<file path="src/rtl/branch_sequencer_pkg.sv">
// Shared types and constants for the branch sequencer: state encoding,
// IR field positions, and the datapath strobe bundle.
package branch_sequencer_pkg;

    typedef enum logic [2:0] {
        S_IDLE   = 3'd0,
        S_EVAL   = 3'd1,
        S_SAMPLE = 3'd2,
        S_ADDR   = 3'd3,
        S_ADD    = 3'd4,
        S_WB     = 3'd5,
        S_DONE   = 3'd6
    } state_t;

    localparam logic [4:0] BR_OPCODE_DEF = 5'b10010;

    localparam int OPC_MSB  = 31;
    localparam int OPC_LSB  = 27;
    localparam int RA_MSB   = 26;
    localparam int RA_LSB   = 23;
    localparam int COND_MSB = 20;
    localparam int COND_LSB = 19;

    typedef struct packed {
        logic gra;
        logic r_out;
        logic con_in;
        logic pc_out;
        logic y_in;
        logic c_out;
        logic alu_add;
        logic z_in;
        logic zlo_out;
        logic pc_in;
    } strobe_t;

    function automatic logic uses_bus(input state_t s);
        return (s == S_EVAL) || (s == S_ADDR) || (s == S_ADD) || (s == S_WB);
    endfunction

endpackage

</file>
<file path="src/rtl/branch_strobe_decode.sv">
// Combinational map from sequencer state to datapath strobes; every strobe
// is gated by bus_gnt so a stalled cycle drives nothing onto the bus.
module branch_strobe_decode
    import branch_sequencer_pkg::*;
(
    input  state_t  state,
    input  logic    bus_gnt,
    input  logic    taken,
    output strobe_t strobe
);

    always_comb begin
        strobe = '0;
        if (bus_gnt) begin
            case (state)
                S_EVAL: begin
                    strobe.gra    = 1'b1;
                    strobe.r_out  = 1'b1;
                    strobe.con_in = 1'b1;
                end
                S_ADDR: begin
                    strobe.pc_out = 1'b1;
                    strobe.y_in   = 1'b1;
                end
                S_ADD: begin
                    strobe.c_out   = 1'b1;
                    strobe.alu_add = 1'b1;
                    strobe.z_in    = 1'b1;
                end
                S_WB: begin
                    strobe.zlo_out = 1'b1;
                    // Z is always written back; PC only commits when taken.
                    strobe.pc_in   = taken;
                end
                default: strobe = '0;
            endcase
        end
    end

endmodule

</file>
<file path="src/rtl/branch_sequencer.sv">
// Conditional-branch sequencer on the shared-bus datapath.
// Optional BRANCH_SKIP_EN: not-taken branches jump SAMPLE -> DONE.
module branch_sequencer
    import branch_sequencer_pkg::*;
#(
    parameter logic [4:0] BR_OPCODE = BR_OPCODE_DEF
) (
    input  logic        clock,
    input  logic        clear,
    input  logic        start,
    input  logic [31:0] ir,
    input  logic        con,
    input  logic        bus_gnt,
    output logic        bus_req,
    output logic        gra,
    output logic        r_out,
    output logic        con_in,
    output logic        pc_out,
    output logic        y_in,
    output logic        c_out,
    output logic        alu_add,
    output logic        z_in,
    output logic        zlo_out,
    output logic        pc_in,
    output logic        busy,
    output logic        done,
    output logic        taken,
    output logic        err
);

    state_t  state, next_state;
    strobe_t strobe;
    logic    is_branch;
    logic    unused_ir;

    assign is_branch = (ir[OPC_MSB:OPC_LSB] == BR_OPCODE);
    // Register and condition fields are consumed by the datapath, not here.
    assign unused_ir = ^{ir[RA_MSB:0]};

    always_comb begin
        next_state = state;
        case (state)
            S_IDLE:   if (start && is_branch) next_state = S_EVAL;
            S_EVAL:   if (bus_gnt) next_state = S_SAMPLE;
            S_SAMPLE: begin
`ifdef BRANCH_SKIP_EN
                next_state = con ? S_ADDR : S_DONE;
`else
                next_state = S_ADDR;
`endif
            end
            S_ADDR:   if (bus_gnt) next_state = S_ADD;
            S_ADD:    if (bus_gnt) next_state = S_WB;
            S_WB:     if (bus_gnt) next_state = S_DONE;
            S_DONE:   next_state = S_IDLE;
            default:  next_state = S_IDLE;
        endcase
    end

    always_ff @(posedge clock or negedge clear) begin
        if (!clear) begin
            state <= S_IDLE;
            busy  <= 1'b0;
            done  <= 1'b0;
            err   <= 1'b0;
            taken <= 1'b0;
        end else begin
            state <= next_state;
            busy  <= (next_state != S_IDLE);
            done  <= (next_state == S_DONE);
            err   <= (state == S_IDLE) && start && !is_branch;
            if (state == S_SAMPLE)
                taken <= con;
            else if (state == S_IDLE && start)
                taken <= 1'b0;
        end
    end

    branch_strobe_decode u_decode (
        .state   (state),
        .bus_gnt (bus_gnt),
        .taken   (taken),
        .strobe  (strobe)
    );

    assign bus_req = uses_bus(state);
    assign gra     = strobe.gra;
    assign r_out   = strobe.r_out;
    assign con_in  = strobe.con_in;
    assign pc_out  = strobe.pc_out;
    assign y_in    = strobe.y_in;
    assign c_out   = strobe.c_out;
    assign alu_add = strobe.alu_add;
    assign z_in    = strobe.z_in;
    assign zlo_out = strobe.zlo_out;
    assign pc_in   = strobe.pc_in;

endmodule

</file>
<file path="config.mk">
export PLATFORM = sky130hd
export DESIGN_NAME = branch_sequencer
export DESIGN_NICKNAME = d
export VERILOG_FILES = /design/src/rtl/branch_sequencer_pkg.sv /design/src/rtl/branch_strobe_decode.sv /design/src/rtl/branch_sequencer.sv
export SDC_FILE = /design/constraint.sdc
export NUM_CORES = 1
export LEC_CHECK = 0
export CAP_MARGIN = 20
export CORE_MARGIN = 8
export CORE_UTILIZATION = 25
export CTS_CLUSTER_SIZE = 25
export DETAILED_ROUTE_END_ITERATION = 16
export PLACE_DENSITY = 0.9
export SLEW_MARGIN = 10
export SYNTH_ARGS = -nofsm -noshare
export SYNTH_HDL_FRONTEND = slang
export SYNTH_SLANG_ARGS = --single-unit
</file>
<file path="constraint.sdc">
create_clock -name clock -period 1.3 [get_ports clock]
set_input_delay 0.26 -clock clock [delete_from_list [all_inputs] [get_ports clock]]
set_output_delay 0.26 -clock clock [all_outputs]
set_load 0.01 [all_outputs]
</file>
=== Word level (Yosys, flattened, before mapping) ===
Index checks and enable logic that the tools add are counted.
Widths: inputs -> output; s select.

* Register bits after elaboration: 7
* Input bits: 37
* Output and inout port bits: 15
* Logic and storage cells: 35

* Eq/ne operators: 7
* Muxes and demuxes: 13
* Reductions and logical operators: 10

{| class="wikitable"
|+ Operator list
! cell !! count
|-
| $mux 3 || 7
|-
| $pmux 3 s6 || 1
|-
| $mux 10 || 1
|-
| $eq 3x3->1 const B || 3
|-
| $eq 3x2->1 const B || 2
|-
| $eq 5x5->1 const B || 1
|-
| $mux 2 || 2
|-
| $eq 3x1->1 const B || 1
|-
| $logic_and 1x1->1 || 3
|-
| $logic_not 3->1 || 1
|-
| $logic_or 1x1->1 || 3
|-
| $reduce_bool 3->1 || 1
|-
| $mux 1 || 2
|-
| $reduce_bool 2->1 || 1
|-
| $logic_not 1->1 || 1
|}

=== Depth between registers and ports, before layout ===
* Depth in word-level cells: 5
* Mapped depth: 4
* Depth with buffers taken out: 3

=== Cells and area by module ===
Synthesis repeated with hierarchy kept, for this count alone.

* Cells, all modules: 39
* Area total of the unflattened synthesis: 384.1 um^2

{| class="wikitable"
|+ By module, submodules not included
! module !! times used !! cells each !! area an instance (um^2) !! seq. area each (um^2)
|-
| branch_sequencer || 1 || 28 || 301.5 || 175.2
|-
| branch_strobe_decode || 1 || 11 || 82.6 || 0.0
|}

=== Least setup slack after synthesis ===
No wires, ideal clock.

* Path type: register to output
* Start: reg state[1]
* End: out c_out
* Arrival time: 0.995 ns
* Required time: 1.040 ns
* Setup slack: 0.045 ns
* Stages on the path, launching flop included: 5
* Path buffers: 1
* Cell sequence: dfrtp_1 > nor2b_1 > nand2_1 > nor2_1 > buf_4

* Longest elaborated chain between the ends: 3

{| class="wikitable"
|+ RTL lines
! element !! RTL line !! text
|-
| start, declared || branch_sequencer.sv:31 || <nowiki>state_t state, next_state;</nowiki>
|-
| start signal, assigned || branch_sequencer.sv:68 || <nowiki>state <= next_state;</nowiki>
|-
| $eq 3x3->1 || branch_strobe_decode.sv:15 || <nowiki>case (state)</nowiki>
|-
| $mux 3 || branch_strobe_decode.sv:15 ||
|-
| $mux 10 || branch_strobe_decode.sv:14 || <nowiki>if (bus_gnt) begin</nowiki>
|-
| end, declared || branch_sequencer.sv:20 || <nowiki>output logic c_out,</nowiki>
|}

Every way passes these cells.

=== Worst setup path after layout ===
* Start: reg state[1]
* End: out pc_in

* Longest elaborated chain between the ends: 3

{| class="wikitable"
|+ RTL lines
! element !! RTL line !! text
|-
| $eq 3x3->1 || branch_strobe_decode.sv:15 ||
|-
| $mux 2 || branch_strobe_decode.sv:15 ||
|-
| $mux 10 || branch_strobe_decode.sv:14 ||
|-
| end, declared || branch_sequencer.sv:24 || <nowiki>output logic pc_in,</nowiki>
|}

Every way passes these cells.

==> results_dict.tcl <==
set metrics [dict create \
    status "complete, but fails checks" \
    failed_checks "setup timing" \
    vias_in_the_first_global_route 439 \
    clk_transition_reported_paths_ns 0.06 \
    detail_route.wl_per_cell_microns 14.4 \
    report.final.slew_viol_count 0 \
    timing.final.setup_violations 11 \
    hold_viol 0 \
    globalRoute.totalOverflow 0 \
    grt_setup_unrepaired "yes" \
    synth_area_leaders "sky130_fd_sc_hd__dfrtp_1 41%, sky130_fd_sc_hd__buf_4 8.9%, sky130_fd_sc_hd__nor4b_4 5.6%" \
    numPortBuffers 24 \
    netlist_area_sq_um 423 \
    power_density_nw_per_um2 1910 \
    worst-r2r-setup-slack_ns 0.07 \
    hold_ws_ns 0.262 \
    peakVddDrop_uv 562 \
    hold_path_class "in2async" \
    synth.largest_area_cell "sky130_fd_sc_hd__dfrtp_1" \
    worst_ep_required_time_ns 1.04 \
    yosys_register_bits 7 \
    clkSinkCount 7 \
    synth_warnings 0 \
    r2r.worst_path.cells 5 \
    asyncSetResetFlopFracSynth_pct 100 \
    number_of_levels_in_the_clock_h_tree 1 \
    antenna_found_initial 0 \
    area_growth_syn_to_layout_pct 87.3 \
    synthesis.instances 43 \
    worstSkewPairLatency_ns 0.27 \
    worst_r2r_endpoint "state[0]" \
    cp_slowest_cell "sky130_fd_sc_hd__dfrtp_1" \
    p_leak_nw 0.414 \
    post-synth-top-count-cell "sky130_fd_sc_hd__dfrtp_1" \
    synth-seq-area-share_pct 41.4 \
    timing_worst_setup_path_type "reg2out" \
    drt_first_pass_iters 4 \
    synth_top_flop_cell "sky130_fd_sc_hd__dfrtp_1" \
    crit-reg2reg-launch "state[0]" \
    final_layout_size_suffix_gt1_share_pct 51.4 \
    drc_errors 0 \
    fp.dieW_microns 57.1 \
    max_freq_mhz 667 \
    clk_path_buf_depth 2 \
    setup.worst_path.end_class "primary output" \
    design.core.area_sq_um 1650 \
    finalNetCount 112 \
    maximum_net_fanout_on_the_critical_path 4 \
    cp-start-kind "register" \
    synth_cell_types 21 \
    netlist_top_cells_count "7 x sky130_fd_sc_hd__dfrtp_1, 5 x sky130_fd_sc_hd__buf_4, 3 x sky130_fd_sc_hd__and3_1, 3 x sky130_fd_sc_hd__nand2b_1, 3 x sky130_fd_sc_hd__nor2_1" \
    cp.buffers_inverters 1 \
    critPathArrivalTime_ns 1.24 \
    boundaryPins 52 \
    pin_count_of_the_biggest_net_entering_global_routing 9 \
    share_of_the_cycle_needed_by_the_critical_path_after_routing_pct 115 \
    wl_mm 1.31 \
    hpwlAfterDp_microns 883 \
    rows 15 \
    place.gp.congestion 0.684 \
    setup_slack_ns -0.200 \
    post_synth.cell_area_avg_sq_um 9.84 \
    slowest_delay_ns 0.41 \
    grt_first_pass_wirelength_mm 1.81 \
    worst_pin_slew_ns 0.345 \
    worst_slew_slack_as_a_fraction_of_its_limit_pct 76.9 \
    yosys.area.top_type_share_pct 41.4 \
    diodes 0 \
    vias 435 \
    postRouteAntennaNets 0 \
    instances_no_fill 91 \
    critical_path_depth 4 \
    root_buffer_cell "sky130_fd_sc_hd__clkbuf_4" \
    cts_tree "done" \
    synthesis.nets 80 \
    worst_path_cell_trace "nor2b_4, and3_4, and2_4, buf_6" \
    number_of_enable_flip_flop_cells_after_synthesis 0 \
    fin_crit_ns 1.50 \
    starting_utilization_of_the_core_area_pct 25.6 \
    floorplan.die.height_microns 57.1 \
    track_usage_pct 7.35 \
    cell_class_contributing_the_biggest_share_of_worst_path_delay "simple AND/OR/NAND/NOR gates" \
    placed_cells_incl_taps 80 \
    die-area_sq_um 3260 \
    dr.first_iter.drc_count 6 \
    final.fill_count 164 \
    skew_ns 0.00290 \
    drt-vias-per-instance 4.78 \
    cts-buffers-inserted 3 \
    maxCapViolations 0 \
]
## worst max path at each step
stage | startpoint | to | slack [ns]
2_1_floorplan | state[1] | c_out | 0.04
6_report | state[1] | pc_in | -0.20
4_1_cts | state[2] | gra | -0.20
3_5_place_dp | bus_gnt | pc_in | -0.78
5_1_grt | state[1] | pc_in | -0.24
3_3_place_gp | bus_gnt | pc_in | -0.75
## metal layers
layer,vias to the layer above,track usage [%],wire (microns)
li1,205,-,-
met1,200,7.06,500
met2,27,11.3,661
met3,3,4.66,117
met4,0,5.03,34
met5,-,0,0
## through the flow
step | TNS [ns] | util [%] | cell area (sq um) | power [mW] | setup WS, ns
after global routing | -1.81 | 48.0 | 792 | 1.62 | -0.237
after detailed placement | -7.43 | 40.2 | 663 | 1.09 | -0.778
after floorplan | 0 | - | 423 | 0.765 | 0.0447
after CTS | -1.55 | 42.6 | 703 | 1.36 | -0.198
final | -1.31 | 48.0 | 792 | 1.51 | -0.200
after global placement | -7.11 | 40.2 | 663 | 1.07 | -0.753
## repair_timing
| action | 4_1_cts | 5_1_grt |
|---|---|---|
| buffers inserted | 4 | 3 |
| endpoints found under the setup margin | 15 | 13 |
| gates resized for setup | 52 | 25 |
| pin swaps | 3 | 6 |
| cloned | 0 | 0 |
| hold buffers | 0 | 0 |
## state kept, by name, indices dropped and copies added, names as in the netlist
name   count
state      3
busy       1
done       1
err        1
taken      1
## placed cells by master, fill, tap and decap left out, drive strengths merged, types with 2 or more instances in the layout
master         count
o21ai              2
nand2              2
dlygate4sd2        5
dlymetal6s2s       3
nor2b              2
and2               2
nand2b             3
and3               3
dfrtp              7
clkdlybuf4s50      5
clkbuf             4
nand3b             2
nor2               3
buf               22
## logic make-up after synthesis
family	Yosys count	synth area share [%]
compound gates	7	11.8
buf+inv	8	12.1
flops	7	41.4
mux	1	2.66
simple gates	20	32.0
## area by class of cell
cell class,count,area [sq um],share of cell area (%)
Timing Repair Buffer,35,324,40.9
Sequential cell,7,175,22.1
Multi-Input combinational cell,28,245,31.0
Tap cell,17,21.3,2.69
Clock buffer,4,26.3,3.32
## power breakdown
group          switching, mW  internal, mW  total (mW)  leakage (nW)
logic                  0.407         0.527       0.934         0.310
registers             0.0609         0.303       0.364        0.0895
clock network         0.0968         0.118       0.215        0.0150
total                  0.565         0.948        1.51         0.414
(Power assumes the default switching activity.)
